**src/rtl/gps_ack_peak_detect.sv**
```systemverilog
// Acquisition peak detector: tracks the strongest and second-strongest non-adjacent
// correlator cells and issues a ratio-test verdict. Optional macro: GPS_ACK_ABS_THRESH_EN.
module gps_ack_peak_detect #(
  parameter logic [3:0]  RATIO_NUM  = 4'd3,
  parameter logic [3:0]  RATIO_DEN  = 4'd2,
  parameter logic [15:0] ABS_THRESH = 16'd64,
  parameter int          CODE_LEN   = 1023
) (
  input  logic               clk,
  input  logic               rst,
  input  logic               ack_start,
  input  logic               corr_complete,
  input  logic [9:0]         code_phase,
  input  logic signed [15:0] doppler_omega,
  input  logic [15:0]        integrator_0,
  input  logic               search_complete,
  input  logic               result_ready,
  output logic               result_valid,
  output logic               acq_detected,
  output logic [9:0]         peak_code_phase,
  output logic signed [15:0] peak_doppler,
  output logic [15:0]        peak_power,
  output logic [15:0]        second_power,
  output logic [15:0]        cell_count,
  output logic               busy
);

  typedef enum logic [1:0] {IDLE, SEARCH, DECIDE, RESULT} state_t;

  localparam logic [9:0] WRAP_DIFF = 10'(CODE_LEN - 1);
`ifdef GPS_ACK_ABS_THRESH_EN
  localparam logic ABS_EN = 1'b1;
`else
  localparam logic ABS_EN = 1'b0;
`endif

  state_t             state_q, state_d;
  logic               prev_cc_q, prev_cc_d;
  logic               prev_sc_q, prev_sc_d;
  logic [15:0]        peak_pwr_q, peak_pwr_d;
  logic [9:0]         peak_ph_q, peak_ph_d;
  logic signed [15:0] peak_dop_q, peak_dop_d;
  logic               peak_vld_q, peak_vld_d;
  logic [15:0]        second_q, second_d;
  logic [15:0]        count_q, count_d;
  logic               acq_q, acq_d;
  logic               rvld_q, rvld_d;
  logic               busy_q, busy_d;

  logic cell_ev, end_ev, adj_new;

  // Same Doppler bin and code phases within one chip, including the wrap at CODE_LEN-1 -> 0.
  function automatic logic adjacent(input logic [9:0] pa, input logic signed [15:0] da,
                                    input logic [9:0] pb, input logic signed [15:0] db);
    logic [9:0] diff;
    diff = (pa >= pb) ? (pa - pb) : (pb - pa);
    return (da == db) && ((diff <= 10'd1) || (diff == WRAP_DIFF));
  endfunction

  function automatic logic ratio_pass(input logic [15:0] pk, input logic [15:0] sc);
    logic [19:0] lhs, rhs;
    lhs = {4'd0, pk} * {16'd0, RATIO_DEN};
    rhs = {4'd0, sc} * {16'd0, RATIO_NUM};
    return lhs >= rhs;
  endfunction

  function automatic logic thresh_pass(input logic [15:0] pk);
    return !ABS_EN || (pk >= ABS_THRESH);
  endfunction

  always_comb begin
    state_d    = state_q;
    prev_cc_d  = corr_complete;
    prev_sc_d  = search_complete;
    peak_pwr_d = peak_pwr_q;
    peak_ph_d  = peak_ph_q;
    peak_dop_d = peak_dop_q;
    peak_vld_d = peak_vld_q;
    second_d   = second_q;
    count_d    = count_q;
    acq_d      = acq_q;
    rvld_d     = rvld_q;

    cell_ev = corr_complete & ~prev_cc_q;
    end_ev  = search_complete & ~prev_sc_q;
    adj_new = adjacent(peak_ph_q, peak_dop_q, code_phase, doppler_omega);

    if (ack_start) begin
      state_d    = SEARCH;
      peak_pwr_d = '0;
      peak_ph_d  = '0;
      peak_dop_d = '0;
      peak_vld_d = 1'b0;
      second_d   = '0;
      count_d    = '0;
      acq_d      = 1'b0;
      rvld_d     = 1'b0;
    end else begin
      case (state_q)
        SEARCH: begin
          if (cell_ev) begin
            if (count_q != 16'hFFFF) count_d = count_q + 16'd1;
            if (!peak_vld_q || (integrator_0 > peak_pwr_q)) begin
              // A displaced peak only survives as runner-up if it is not a sidelobe of the new one.
              if (peak_vld_q && !adj_new) second_d = peak_pwr_q;
              peak_pwr_d = integrator_0;
              peak_ph_d  = code_phase;
              peak_dop_d = doppler_omega;
              peak_vld_d = 1'b1;
            end else if (!adj_new && (integrator_0 > second_q)) begin
              second_d = integrator_0;
            end
          end
          if (end_ev) state_d = DECIDE;
        end
        DECIDE: begin
          acq_d   = peak_vld_q && ratio_pass(peak_pwr_q, second_q) && thresh_pass(peak_pwr_q);
          rvld_d  = 1'b1;
          state_d = RESULT;
        end
        RESULT: begin
          if (rvld_q && result_ready) begin
            rvld_d  = 1'b0;
            state_d = IDLE;
          end
        end
        default: ;
      endcase
    end

    busy_d = (state_d == SEARCH) || (state_d == DECIDE);
  end

  always_ff @(posedge clk or posedge rst) begin
    if (rst) begin
      state_q    <= IDLE;
      prev_cc_q  <= 1'b0;
      prev_sc_q  <= 1'b0;
      peak_pwr_q <= '0;
      peak_ph_q  <= '0;
      peak_dop_q <= '0;
      peak_vld_q <= 1'b0;
      second_q   <= '0;
      count_q    <= '0;
      acq_q      <= 1'b0;
      rvld_q     <= 1'b0;
      busy_q     <= 1'b0;
    end else begin
      state_q    <= state_d;
      prev_cc_q  <= prev_cc_d;
      prev_sc_q  <= prev_sc_d;
      peak_pwr_q <= peak_pwr_d;
      peak_ph_q  <= peak_ph_d;
      peak_dop_q <= peak_dop_d;
      peak_vld_q <= peak_vld_d;
      second_q   <= second_d;
      count_q    <= count_d;
      acq_q      <= acq_d;
      rvld_q     <= rvld_d;
      busy_q     <= busy_d;
    end
  end

  assign result_valid    = rvld_q;
  assign acq_detected    = acq_q;
  assign peak_code_phase = peak_ph_q;
  assign peak_doppler    = peak_dop_q;
  assign peak_power      = peak_pwr_q;
  assign second_power    = second_q;
  assign cell_count      = count_q;
  assign busy            = busy_q;

endmodule

```
**config.mk**
```make
export PLATFORM = sky130hd
export DESIGN_NAME = gps_ack_peak_detect
export DESIGN_NICKNAME = d
export VERILOG_FILES = /design/src/rtl/gps_ack_peak_detect.sv
export SDC_FILE = /design/constraint.sdc
export NUM_CORES = 1
export LEC_CHECK = 0
export ABC_AREA = 1
export BUFFER_PORTS_ARGS = -buffer_cell sky130_fd_sc_hd__buf_2
export CORE_ASPECT_RATIO = 1.75
export CORE_MARGIN = 5
export CORE_UTILIZATION = 52
export DETAILED_ROUTE_END_ITERATION = 6
export PLACE_DENSITY = 0.75
export SLEW_MARGIN = 20
export SYNTH_ARGS = -nofsm -noshare
export SYNTH_HDL_FRONTEND = slang
export SYNTH_SLANG_ARGS = --single-unit
```
**constraint.sdc**
```tcl
create_clock -name clk -period 7.38 [get_ports clk]
set_input_delay 1.107 -clock clk [delete_from_list [all_inputs] [get_ports clk]]
set_output_delay 1.107 -clock clk [all_outputs]
set_load 0.005 [all_outputs]
```
==> results.md, run 1 <==
- Outcome: completed
- Via density: 5.45
- Post-DRT Antenna Nets: 0
- Clock slew at reported path FFs: 0.07 ns
- Hold Fails Final Rpt: 0
- Worst-path cell chain: buf_2, ha_1, nand2_1, o21ai_0, nand2_1, o211ai_1, nand2_1, nand2_1, nand2_1, nand3_1, nand2_1, nor2_2, clkinv_1, o21ai_0
- Delay-heaviest family, CP: simple AND/OR/NAND/NOR gates
- Static Leak: 4.35 nW
- First-pass GRT wire length: 33.0 mm
- Antenna Cells: 0
- Gr usage total: 25.5%
- Longest Clk Path Bufs: 2
- Final setup fails: 0
- Pre-CTS setup slack: 2.45 ns
- Post-synthesis sequential area ratio: 29.7%
- Setup slack after layout: between 2 and 3 ns
- CTS Buf Count: 9
- Grt ovf: 0
- Post-synth cell types: 44
- HP Class: reg -> reg
- Multiplexer share of the synthesized area: 0%
- Slew @ Worst Pin: between 1 and 1.5 ns
- TritonCTS clock tree: done
- Setup TNS: 0 ns
- Synth Area in Adders: 15.9%
- Max-cap violations: 0
- Clock root cell: clkbuf_16
- Maximum fanout along the worst path: 27
- Nets: 1192
- Die Ht: 163 um
- DR iter-0 viols: 272
- Final Slew Violations: 0
- Core ar.: 13000 um2
- Tcrit/Tclk final: 62.4%
- Drt wl/cell: 16.1 um
- CP Buf/Inv Count: 2
- FF+latch count, synth: between 80 and 90
- Clk_lat worst skew: 0.34 ns
- Slowest CP cell: clkinv_1
- Peak VDD IR: between 0.1 and 0.15 mV
- Simple-gate share of the synthesized area: 26.2%
- Crit-path most repeated cell: nand2_1
- Post-CTS sizing: 0
- RSZ-0062 raised after global routing: no
- Crit. End Element: flip-flop
- Die width: between 90 and 100 um
- DR pass1 iterations: 5
- Fill cells: 1252
- Min cycle time layout: 4.61 ns
- Post-route DRC violation count: 0
- Initial antenna violation count: 0
- Synth Area in XOR/XNOR: under 10%
- # IOs: 125
- Mean Syn Cell Area: roughly 7.3 um2
- CP max stage delay: 1.04 ns
- Slew Limit Headroom: between 30% and 40%
- Startpoint types: input pin
- FMAX: 0.217 GHz
- Final HPWL DP: 15.4 mm
- CTS H-tree depth: 3
- Type of the worst setup path: in -> reg
- Core Util, Final: 61.2%
- Die area: 15800 um2
- Synth Area in Compound Gates: 13.5%
- Post-Route WL: 19.9 mm
- Input/output buffers: 124
- Gpl congestion: 0.926
- Power Density: 190 nW/um2
- Synthesized area: 6910 um2
- Row count: 55
- Largest net degree at the start of global routing: 83
- Yosys Warn Count: 0
- Post-synth net total: 1075
- Main combinational cell family by area after synthesis: simple AND/OR/NAND/NOR gates
- CP arrival: ~4.8 ns
- Worst hold slack: about 0.5 ns
- Share of layout cells above drive strength 1: 16.7%
- Inst Count DP: 1218
- Initial Utilization: a little over half
- CP required: 7.61 ns
- Number of global-route vias before repair: ~7.0k
- Clock sinks: ~80
- Routed vias: 6726
- Instance count of the mapped netlist: about 940
- Setup Skew: 0.00994 ns
- Hold Buf Count CTS: 0
- Post-CTS Setup Bufs: 0
- Layout area overhead: 15.2%
- Final cell count without fillers: 1234
==> cell usage in the layout (no fill, tap or decap), types with 13 or more instances in the layout <==
cell type  instances
a21oi_1           56
buf_2            124
dfrtp_1           82
ha_1              83
inv_1            158
nand2_1          225
nand3_1           54
nand4_1           35
nor2_1            36
o21ai_0           49
o22ai_1           23
xnor2_1           18
xor2_1            13
==> state kept, by name, indices dropped and copies added, names as in the netlist <==
| signal | cells |
|---|---|
| result_valid | 1 |
| peak_vld_q | 1 |
| prev_sc_q | 1 |
| acq_detected | 1 |
| peak_power | 16 |
| cell_count | 16 |
| busy | 1 |
| prev_cc_q | 1 |
| peak_code_phase | 10 |
| peak_doppler | 16 |
| second_power | 16 |
| state_q | 2 |
==> report_power, final <==
| part | internal (mW) | total (mW) | leakage, nW | switching, mW |
|---|---|---|---|---|
| logic | 0.190 | 0.508 | 3.11 | 0.317 |
| clock network | 0.269 | 0.478 | 0.150 | 0.209 |
| registers | 0.486 | 0.528 | 1.09 | 0.0422 |
| total | 0.945 | 1.51 | 4.35 | 0.568 |
==> metrics by stage <==
| step | power (mW) | area (um2) |
|---|---|---|
| finish | 1.51 | 7960 |
| global route | 1.62 | 7960 |
| CTS | 1.52 | 7960 |
| detailed placement | 1.04 | 7650 |
| global placement | 1.03 | 7650 |
| floorplan | 0.880 | 6910 |
==> path summary, 6_finish.rpt <==
kind	cells past startpoint	end	slack (ns)	start
worst min register to register	1	cell_count[6]	0.51	cell_count[6]
worst max-delay path	14	peak_code_phase[9]	2.77	integrator_0[3]
worst max register to register	14	peak_code_phase[9]	3.15	peak_power[7]
worst min-delay path	1	cell_count[6]	0.51	cell_count[6]
max in group asynchronous	3	peak_power[11]	5.87	rst
min in group asynchronous	3	peak_doppler[8]	0.96	rst
==> cell usage after synthesis <==
cell type / n / area [um2]
a211oi_1: 2 / 15.0
a21boi_0: 1 / 7.51
a21o_1: 3 / 22.5
a21oi_1: 56 / 280
a22o_1: 12 / 105
a31oi_1: 6 / 37.5
buf_1: 2 / 7.51
buf_12: 1 / 20.0
buf_2: 7 / 35.0
buf_4: 1 / 7.51
buf_8: 1 / 15.0
clkbuf_1: 9 / 33.8
clkinv_1: 3 / 11.3
dfrtp_1: 82 / 2050
fa_1: 3 / 60.1
ha_1: 83 / 1040
inv_1: 159 / 597
inv_2: 4 / 15.0
nand2_1: 225 / 845
nand2_2: 5 / 31.3
nand2_4: 3 / 33.8
nand3_1: 54 / 270
nand3_2: 12 / 120
nand3b_1: 2 / 15.0
nand4_1: 35 / 219
nor2_1: 36 / 135
nor2_2: 1 / 6.26
nor2_4: 3 / 33.8
nor3_1: 7 / 35.0
nor3_2: 1 / 10.0
nor3b_1: 3 / 22.5
nor4_1: 1 / 6.26
o2111ai_1: 2 / 17.5
o211ai_1: 1 / 7.51
o21a_1: 3 / 22.5
o21ai_0: 49 / 245
o21ai_1: 1 / 5.00
o21bai_1: 1 / 7.51
o22ai_1: 23 / 144
o31ai_1: 1 / 7.51
o41ai_1: 1 / 8.76
or2_2: 5 / 31.3
xnor2_1: 18 / 158
xor2_1: 13 / 114
==> logic make-up (layout without fill, tap and decap cells) <==
logic type,after synthesis,count (layout)
buf+inv,187,309
compound gates,162,162
xor+xnor,31,31
simple gates,393,393
fa+ha+maj,86,86
flops,82,82
==> per-layer routing <==
metal  vias to the layer above  part of all wire (%)  routed length, um  global-route usage [%]
met1                      3159                    36               7260                    26.7
met3                        66                   3.6                719                    3.13
met5                         -                     0                  0                       0
met2                       161                    55              11000                    48.8
met4                         0                   4.9                980                    13.7
li1                       3340                     -                  -                       -
==> final cells by class <==
cell class                      count  area (um2)  area share [%]
Clock inverter                      7        82.6            1.04
Inverter                          166         624            7.84
Clock buffer                        9         225            2.83
Tap cell                          171         214            2.69
Multi-Input combinational cell    672        4120            51.7
Timing Repair Buffer              127         647            8.12
Sequential cell                    82        2050            25.8
==> worst register-to-register path: cells and delay by family, from the launching register on <==
| kind | cells | cell delay (ns) |
|---|---|---|
| AND/OR/NAND/NOR | 9 | 1.68 |
| buffers and inverters | 2 | 1.15 |
| AO/OA/AOI/OAI | 2 | 0.55 |
| flip-flops | 1 | 0.43 |
| adder cells (fa/ha/maj) | 1 | 0.32 |
No activity file was read; power rests on OpenSTA's default activity.
==> run 2, diff against run 1 <==
- ABC_AREA: 1 -> 0
- PLACE_DENSITY: 0.75 -> 0.76
- clock period: 7.38 -> 4.32 ns (I/O delays scaled with it)
==> run 2 against run 1 <==
Effect of this change:
- register-to-register slack worse by 2.8 ns
- clock-buffer cell count up 1
- critical endpoint is now acq_detected
- critical path depth grew 4
- first-iteration DRC count increased by 3.7%
- wire length is 12% lower
- sequential share of layout area grew 0.77 points
- clock power grew 67%
- sequential power increased by 57%
- combinational power shrank 14%
- via count is 10% lower
==> results.md, run 2 <==
- Longest Clk Path Bufs: 2 (unchanged)
- Switching Share: 29.8% (-7.7 points)
- FMAX: ~0.25 GHz
- Synth async-reset ratio: 100% (unchanged)
- P_sw: 0.615 mW (+8.2%)
- Clk_lat worst skew: 0.34 ns (about the same)
- Outcome: completed
- Total Power: 2.06 mW (+36%)
- Grt ovf: 0 (unchanged)
- Count leader, synth: nand2_1
- HP Class: in -> reg
- Slew Limit Headroom: 41.3% (+11 points)
- Startpoint types: flip-flop
- Most common cell after layout, fill and taps aside: buf_2
- Via density: 5.74 (+5.3%)
- CP required: 4.53 ns (-3.08 ns)
- Die area: 15200 um2 (-3.7%)
- Mean Syn Cell Area: 8.69 um2 (+18%)
- Synthesized area: 6630 um2 (-4.0%)
- Dominant synthesized flop cell: dfrtp_1
- First-pass GRT wire length: 29.0 mm (-12%)
- # IOs: 125 (unchanged)
- Clk network pwr share: 38.7% (+7.1 points)
- Final HPWL DP: 14.1 mm (-8.7%)
- Layout area overhead: 16.6%
- Top cells by instance count after synthesis: nand2_1 (106), ha_1 (83), dfrtp_1 (82)
- Setup TNS: 0 ns (unchanged)
- Crit. End Element: flip-flop
- Worst hold slack: 0.436 ns (-0.0717 ns)
- Max-cap violations: 0 (unchanged)
- Gpl congestion: 1.01 (+9.1%)
- DR iter-0 viols: 282 (+3.7%)
- CP arrival: 4.14 ns (-0.70 ns)
- P_int: 1.45 mW (+53%)
- Final Slew Violations: 0 (unchanged)
- Core ar.: 12500 um2 (-3.9%)
- Setup Skew: 0.00952 ns (-0.000421 ns)
- Row count: 54 (-1.8%)
- Post-synth cell types: 66 (+50%)
- Share of layout cells above drive strength 1: 19.7% (+2.9 points)
- CP max stage delay: 0.47 ns (-0.57 ns)
- Hold Buf Count CTS: 0 (unchanged)
- Tcrit/Tclk final: 91.1%
- Drt wl/cell: 16.7 um (+3.8%)
- Nets: 1013 (-15%)
- Post-route DRC violation count: 0 (unchanged)
- Post-synth EDFFs: 0 (unchanged)
- Initial Utilization: 53.1% (-0.078 points)
- Post-DRT Antenna Nets: 0 (unchanged)
- Yosys Warn Count: 0 (unchanged)
- Clock root cell: clkbuf_16
- Synth area leader: dfrtp_1
- Post-synth net total: 897 (-17%)
- Power Density: 267 nW/um2 (+40%)
- Clock slew at reported path FFs: 0.07 ns (about the same)
- Share of the synthesized area in the top cell type: 30.9% (+1.2 points)
- Input/output buffers: 124 (unchanged)
- Top area cells in the synthesized netlist: dfrtp_1 (31%), ha_1 (16%), nand2_1 (6.0%)
- Peak VDD IR: 0.192 mV (+72%)
- FF+latch count, synth: 82 (unchanged)
- Instance count of the mapped netlist: 763 (-19%)
- Slowest CP cell: dfrtp_1
- Slew @ Worst Pin: 0.881 ns (-0.160 ns)
- Type of the worst setup path: reg -> reg
- Largest net degree at the start of global routing: 52 (-37%)
- Worst-path cell chain: ha_1, inv_1, fa_1, nor2b_1, o21ai_1, a21oi_1, o21ai_0, a21oi_1, o21ai_0, nand2b_1, xnor2_1, ha_1, nand4_1, nor2_1, a211oi_1, o211ai_1, a221oi_1, o32ai_1
- Static Leak: 3.73 nW (-14%)
- Clock sinks: 82 (unchanged)
- RSZ-0062 raised after global routing: no
- Reg power frac: 40.2% (+5.3 points)
- Most frequent cells in the layout: buf_2 (124), nand2_1 (106), ha_1 (83)
- TritonCTS clock tree: done
- DR pass1 iterations: 5 (unchanged)
- Logic pwr share: 21.1% (-12 points)
- Hold Fails Final Rpt: 0 (unchanged)
- CTS H-tree depth: 3 (unchanged)
- Post-synthesis sequential area ratio: 30.9% (+1.2 points)
- Post-Route WL: 17.6 mm (-12%)
- Gr usage total: 23.8% (-1.7 points)
- Delay-heaviest family, CP: compound AO/OA/AOI/OAI gates
- Routed vias: 6040 (-10%)
- Die Ht: 159 um (-1.9%)
- Final cell count without fillers: 1052 (-15%)
- Die width: 95.4 um (-1.8%)
- CP Buf/Inv Count: 1 (-1)
- Number of global-route vias before repair: 6094 (-13%)
- Inst Count DP: 1036 (-15%)
- CTS Buf Count: 9 (unchanged)
- Antenna Cells: 0 (unchanged)
- Min cycle time layout: 3.93 ns
- Initial antenna violation count: 0 (unchanged)
- Final setup fails: 0 (unchanged)
- Maximum fanout along the worst path: 6 (-78%)
run 2: cell type report:
type                    instances  area [um2]
fillers                      1129        4770
multi-input cells             588        4210
flip-flops and latches         82        2050
repair buffers                133         701
inverters                      65         245
clock buffers                  10         239
well taps                     168         210
clock inverters                 6        73.8
run 2: cell families (layout without fill, tap and decap cells):
logic type / after synthesis / count (layout) / synth area share, %
simple gates: 260 / 260 / 20.0
buf+inv: 93 / 214 / 5.66
fa+ha+maj: 86 / 86 / 16.6
flops: 82 / 82 / 30.9
xor+xnor: 48 / 48 / 6.34
compound gates: 176 / 176 / 17.8
mux: 18 / 18 / 2.72
run 2: final timing paths:
| check | startpoint | endpoint | slack (ns) | cells after the start |
|---|---|---|---|---|
| setup / recovery | second_power[0] | acq_detected | 0.39 | 18 |
| hold / removal | corr_complete | prev_cc_q | 0.44 | 1 |
| max in group asynchronous | rst | peak_power[9] | 2.92 | 3 |
| min in group asynchronous | rst | peak_doppler[9] | 0.46 | 2 |
| setup reg to reg | second_power[0] | acq_detected | 0.39 | 18 |
| hold reg to reg | cell_count[8] | cell_count[8] | 0.55 | 2 |
run 2: metal layers:
metal	up-vias	global-route usage (%)	wire length, um
li1	2924	-	-
met1	2875	25.7	6460
met2	178	42.5	9340
met3	63	4.11	840
met4	0	13.1	979
met5	-	0	0
run 2: repair_timing:
action                                  in CTS  in global routing
buffers inserted                             0                  0
gates resized for setup                      0                  2
endpoints found under the setup margin       0                  1
run 2: worst register-to-register path: stages, from the launching register on:
cell and delay (ns):
dfrtp_1 0.47, ha_1 0.21, inv_1 0.06, fa_1 0.40
nor2b_1 0.15, o21ai_1 0.09, a21oi_1 0.17, o21ai_0 0.12
a21oi_1 0.24, o21ai_0 0.12, nand2b_1 0.10, xnor2_1 0.12
ha_1 0.26, nand4_1 0.17, nor2_1 0.07, a211oi_1 0.42
o211ai_1 0.14, a221oi_1 0.35, o32ai_1 0.15
run 2: power groups by stage:
stage	Combinational [mW]	Clock, mW	Sequential (mW)
global route	0.486	0.851	0.834
floorplan	0.288	0	0.837
global placement	0.432	0	0.842
CTS	0.438	0.817	0.829
finish	0.436	0.799	0.829
detailed placement	0.437	0	0.843
run 2: stage by stage:
step                worst slack [ns]  utilization, %  instance area (um2)
finish                         0.385            61.9                 7730
global route                 0.00698            61.9                 7730
CTS                            0.207            61.8                 7730
detailed placement            0.0874            59.3                 7410
global placement               0.195            59.3                 7410
floorplan                      0.735               -                 6630
==> run 3, diff against run 2 <==
- BUFFER_PORTS_ARGS: -buffer_cell sky130_fd_sc_hd__buf_2 -> -buffer_cell sky130_fd_sc_hd__buf_4
- CORE_MARGIN: 5 -> default
==> run 3 against run 2 <==
Effect of this change:
- maximum frequency is 0.81% lower
- core utilization increased by 2.6 points
- flip-flop and latch count did not move
- clock-buffer cell count is the same
- power is 1.2% lower
- non-clock buffer count is 3 higher
- critical path depth is 4 lower
- register-to-register slack worse by 0.03 ns
- critical path type unchanged
- largest power group unchanged
==> results.md, run 3 (same netlist as run 2, synthesis figures left out) <==
- Outcome: completed
- Die width: 87.4 um (-8.4%)
- Slew @ Worst Pin: 0.991 ns (+0.110 ns)
- Drt wl/cell: 17.4 um (+3.7%)
- RSZ-0062 raised after global routing: no
- Post-route DRC violation count: 0 (unchanged)
- Grt ovf: 0 (unchanged)
- Peak VDD IR: 0.192 mV (about the same)
- Clock sinks: 82 (unchanged)
- Area after DPL: 7730 um2 (+4.3%)
- Hold Buf Count CTS: 0 (unchanged)
- TritonCTS clock tree: done
- CP arrival: 4.21 ns (+0.07 ns)
- Layout area overhead: 20.8%
- CP required: 4.56 ns (+0.03 ns)
- Total Power: 2.04 mW (-1.2%)
- DR pass1 iterations: 4 (-1)
- Gr usage total: 28.8% (+5.0 points)
- Nets: 1016 (+0.30%)
- Crit. End Element: flip-flop
- Routed vias: 6173 (+2.2%)
- Static Leak: 3.76 nW (+0.76%)
- Row count: 54 (unchanged)
- Clock root cell: clkbuf_16
- Final Slew Violations: 0 (unchanged)
- Number of global-route vias before repair: 6322 (+3.7%)
- First-pass GRT wire length: 29.2 mm (+0.81%)
- Antenna Cells: 0 (unchanged)
- Tcrit/Tclk final: 91.8% (+0.74 points)
- Core ar.: 12400 um2 (-0.54%)
- Multi-input logic area: 4210 um2 (-0.15%)
- Register area: 2050 um2 (unchanged)
- Initial Utilization: 53.4% (+0.29 points)
- Input/output buffers: 124 (unchanged)
- Pre-CTS setup slack: 0.0805 ns (-0.00693 ns)
- Power Density: 254 nW/um2 (-4.7%)
- HP Class: in -> reg
- Share of layout cells above drive strength 1: 19.7% (+0.046 points)
- Most common cell after layout, fill and taps aside: buf_4
- Setup TNS: 0 ns (unchanged)
- Final HPWL DP: 14.3 mm (+1.8%)
- Max-cap violations: 0 (unchanged)
- Startpoint types: flip-flop
- Min cycle time layout: 3.97 ns (+0.0320 ns)
- Clock slew at reported path FFs: 0.07 ns (about the same)
- Die Ht: 151 um (-5.0%)
- Initial antenna violation count: 0 (unchanged)
- Post-Route WL: 18.3 mm (+4.0%)
- Post-DRT Antenna Nets: 0 (unchanged)
- Longest Clk Path Bufs: 2 (unchanged)
- Hold Fails Final Rpt: 0 (unchanged)
- CTS Buf Count: 9 (unchanged)
- Gpl congestion: 0.941 (-6.8%)
- Fill cells: 1126 (-0.27%)
- Clk_lat worst skew: 0.34 ns (about the same)
- Largest net degree at the start of global routing: 100 (+92%)
- Via density: 5.85 (+1.9%)
- Type of the worst setup path: reg -> reg
- Final setup fails: 0 (unchanged)
- Slew Limit Headroom: 33.9% (-7.4 points)
- Setup Skew: 0.0102 ns (+0.000724 ns)
- Fin area: 8020 um2 (+3.7%)
- DR iter-0 viols: 271 (-3.9%)
- Setup slack after layout: 0.353 ns (-0.0320 ns)
- # IOs: 125 (unchanged)
- Most frequent cells in the layout: buf_4 (136), nand2_1 (106), ha_1 (83)
- FMAX: 0.252 GHz (-0.81%)
- Die area: 13200 um2 (-13%)
- CTS H-tree depth: 3 (unchanged)
- Maximum fanout along the worst path: 17 (+11)
## run 3: final timing paths
check,from,end,slack (ns),depth (start not counted)
min in group asynchronous,rst,cell_count[14],0.43,2
max in group asynchronous,rst,cell_count[1],3.03,3
min reg2reg,cell_count[13],cell_count[13],0.56,2
min,corr_complete,prev_cc_q,0.42,1
max,peak_code_phase[0],second_power[9],0.35,14
max reg2reg,peak_code_phase[0],second_power[9],0.35,14
## run 3: metrics by stage
stage,hold WS [ns],utilization [%],std cells
floorplan,0.512,-,763
global placement,0.545,62.2,1039
detailed placement,0.549,62.2,1039
CTS,0.415,64.5,1055
global route,0.413,64.5,1055
finish,0.423,64.5,1055
## run 3: final cells by class
type | count | share of cell area (%)
Sequential cell | 82 | 25.6
Inverter | 65 | 3.08
Clock buffer | 10 | 2.86
Clock inverter | 6 | 0.640
Tap cell | 168 | 2.62
Timing Repair Buffer | 136 | 12.7
Multi-Input combinational cell | 588 | 52.5
## run 3: per-layer routing
metal | track usage (%) | vias up | routed length (um)
met5 | 0 | - | 0
met3 | 4.36 | 60 | 697
met4 | 17.8 | 0 | 965
li1 | - | 2933 | -
met2 | 55.1 | 194 | 10100
met1 | 28.2 | 2986 | 6590
## run 3: power by group
part / switching [mW] / internal, mW
sequential: 0.0372 / 0.794
clock: 0.337 / 0.397
combinational: 0.260 / 0.214
total: 0.634 / 1.41
## run 3: repair_timing
action	in CTS	in global routing
resized for setup	0	1
setup endpoints to repair	0	1
hold endpoints to repair	0	0
buffers inserted	0	0
## run 3: worst max-delay path, cell delays in order, from the launching register on
cell	delay, ns
dfrtp_1	0.41
inv_1	0.07
ha_1	0.16
inv_1	0.06
fa_1	0.42
a21oi_1	0.15
o22ai_1	0.16
o21a_1	0.31
o22ai_1	0.22
nand3_1	0.20
a211oi_1	0.29
nand4_1	0.19
o31ai_4	0.62
nor2_2	0.32
o31ai_1	0.28
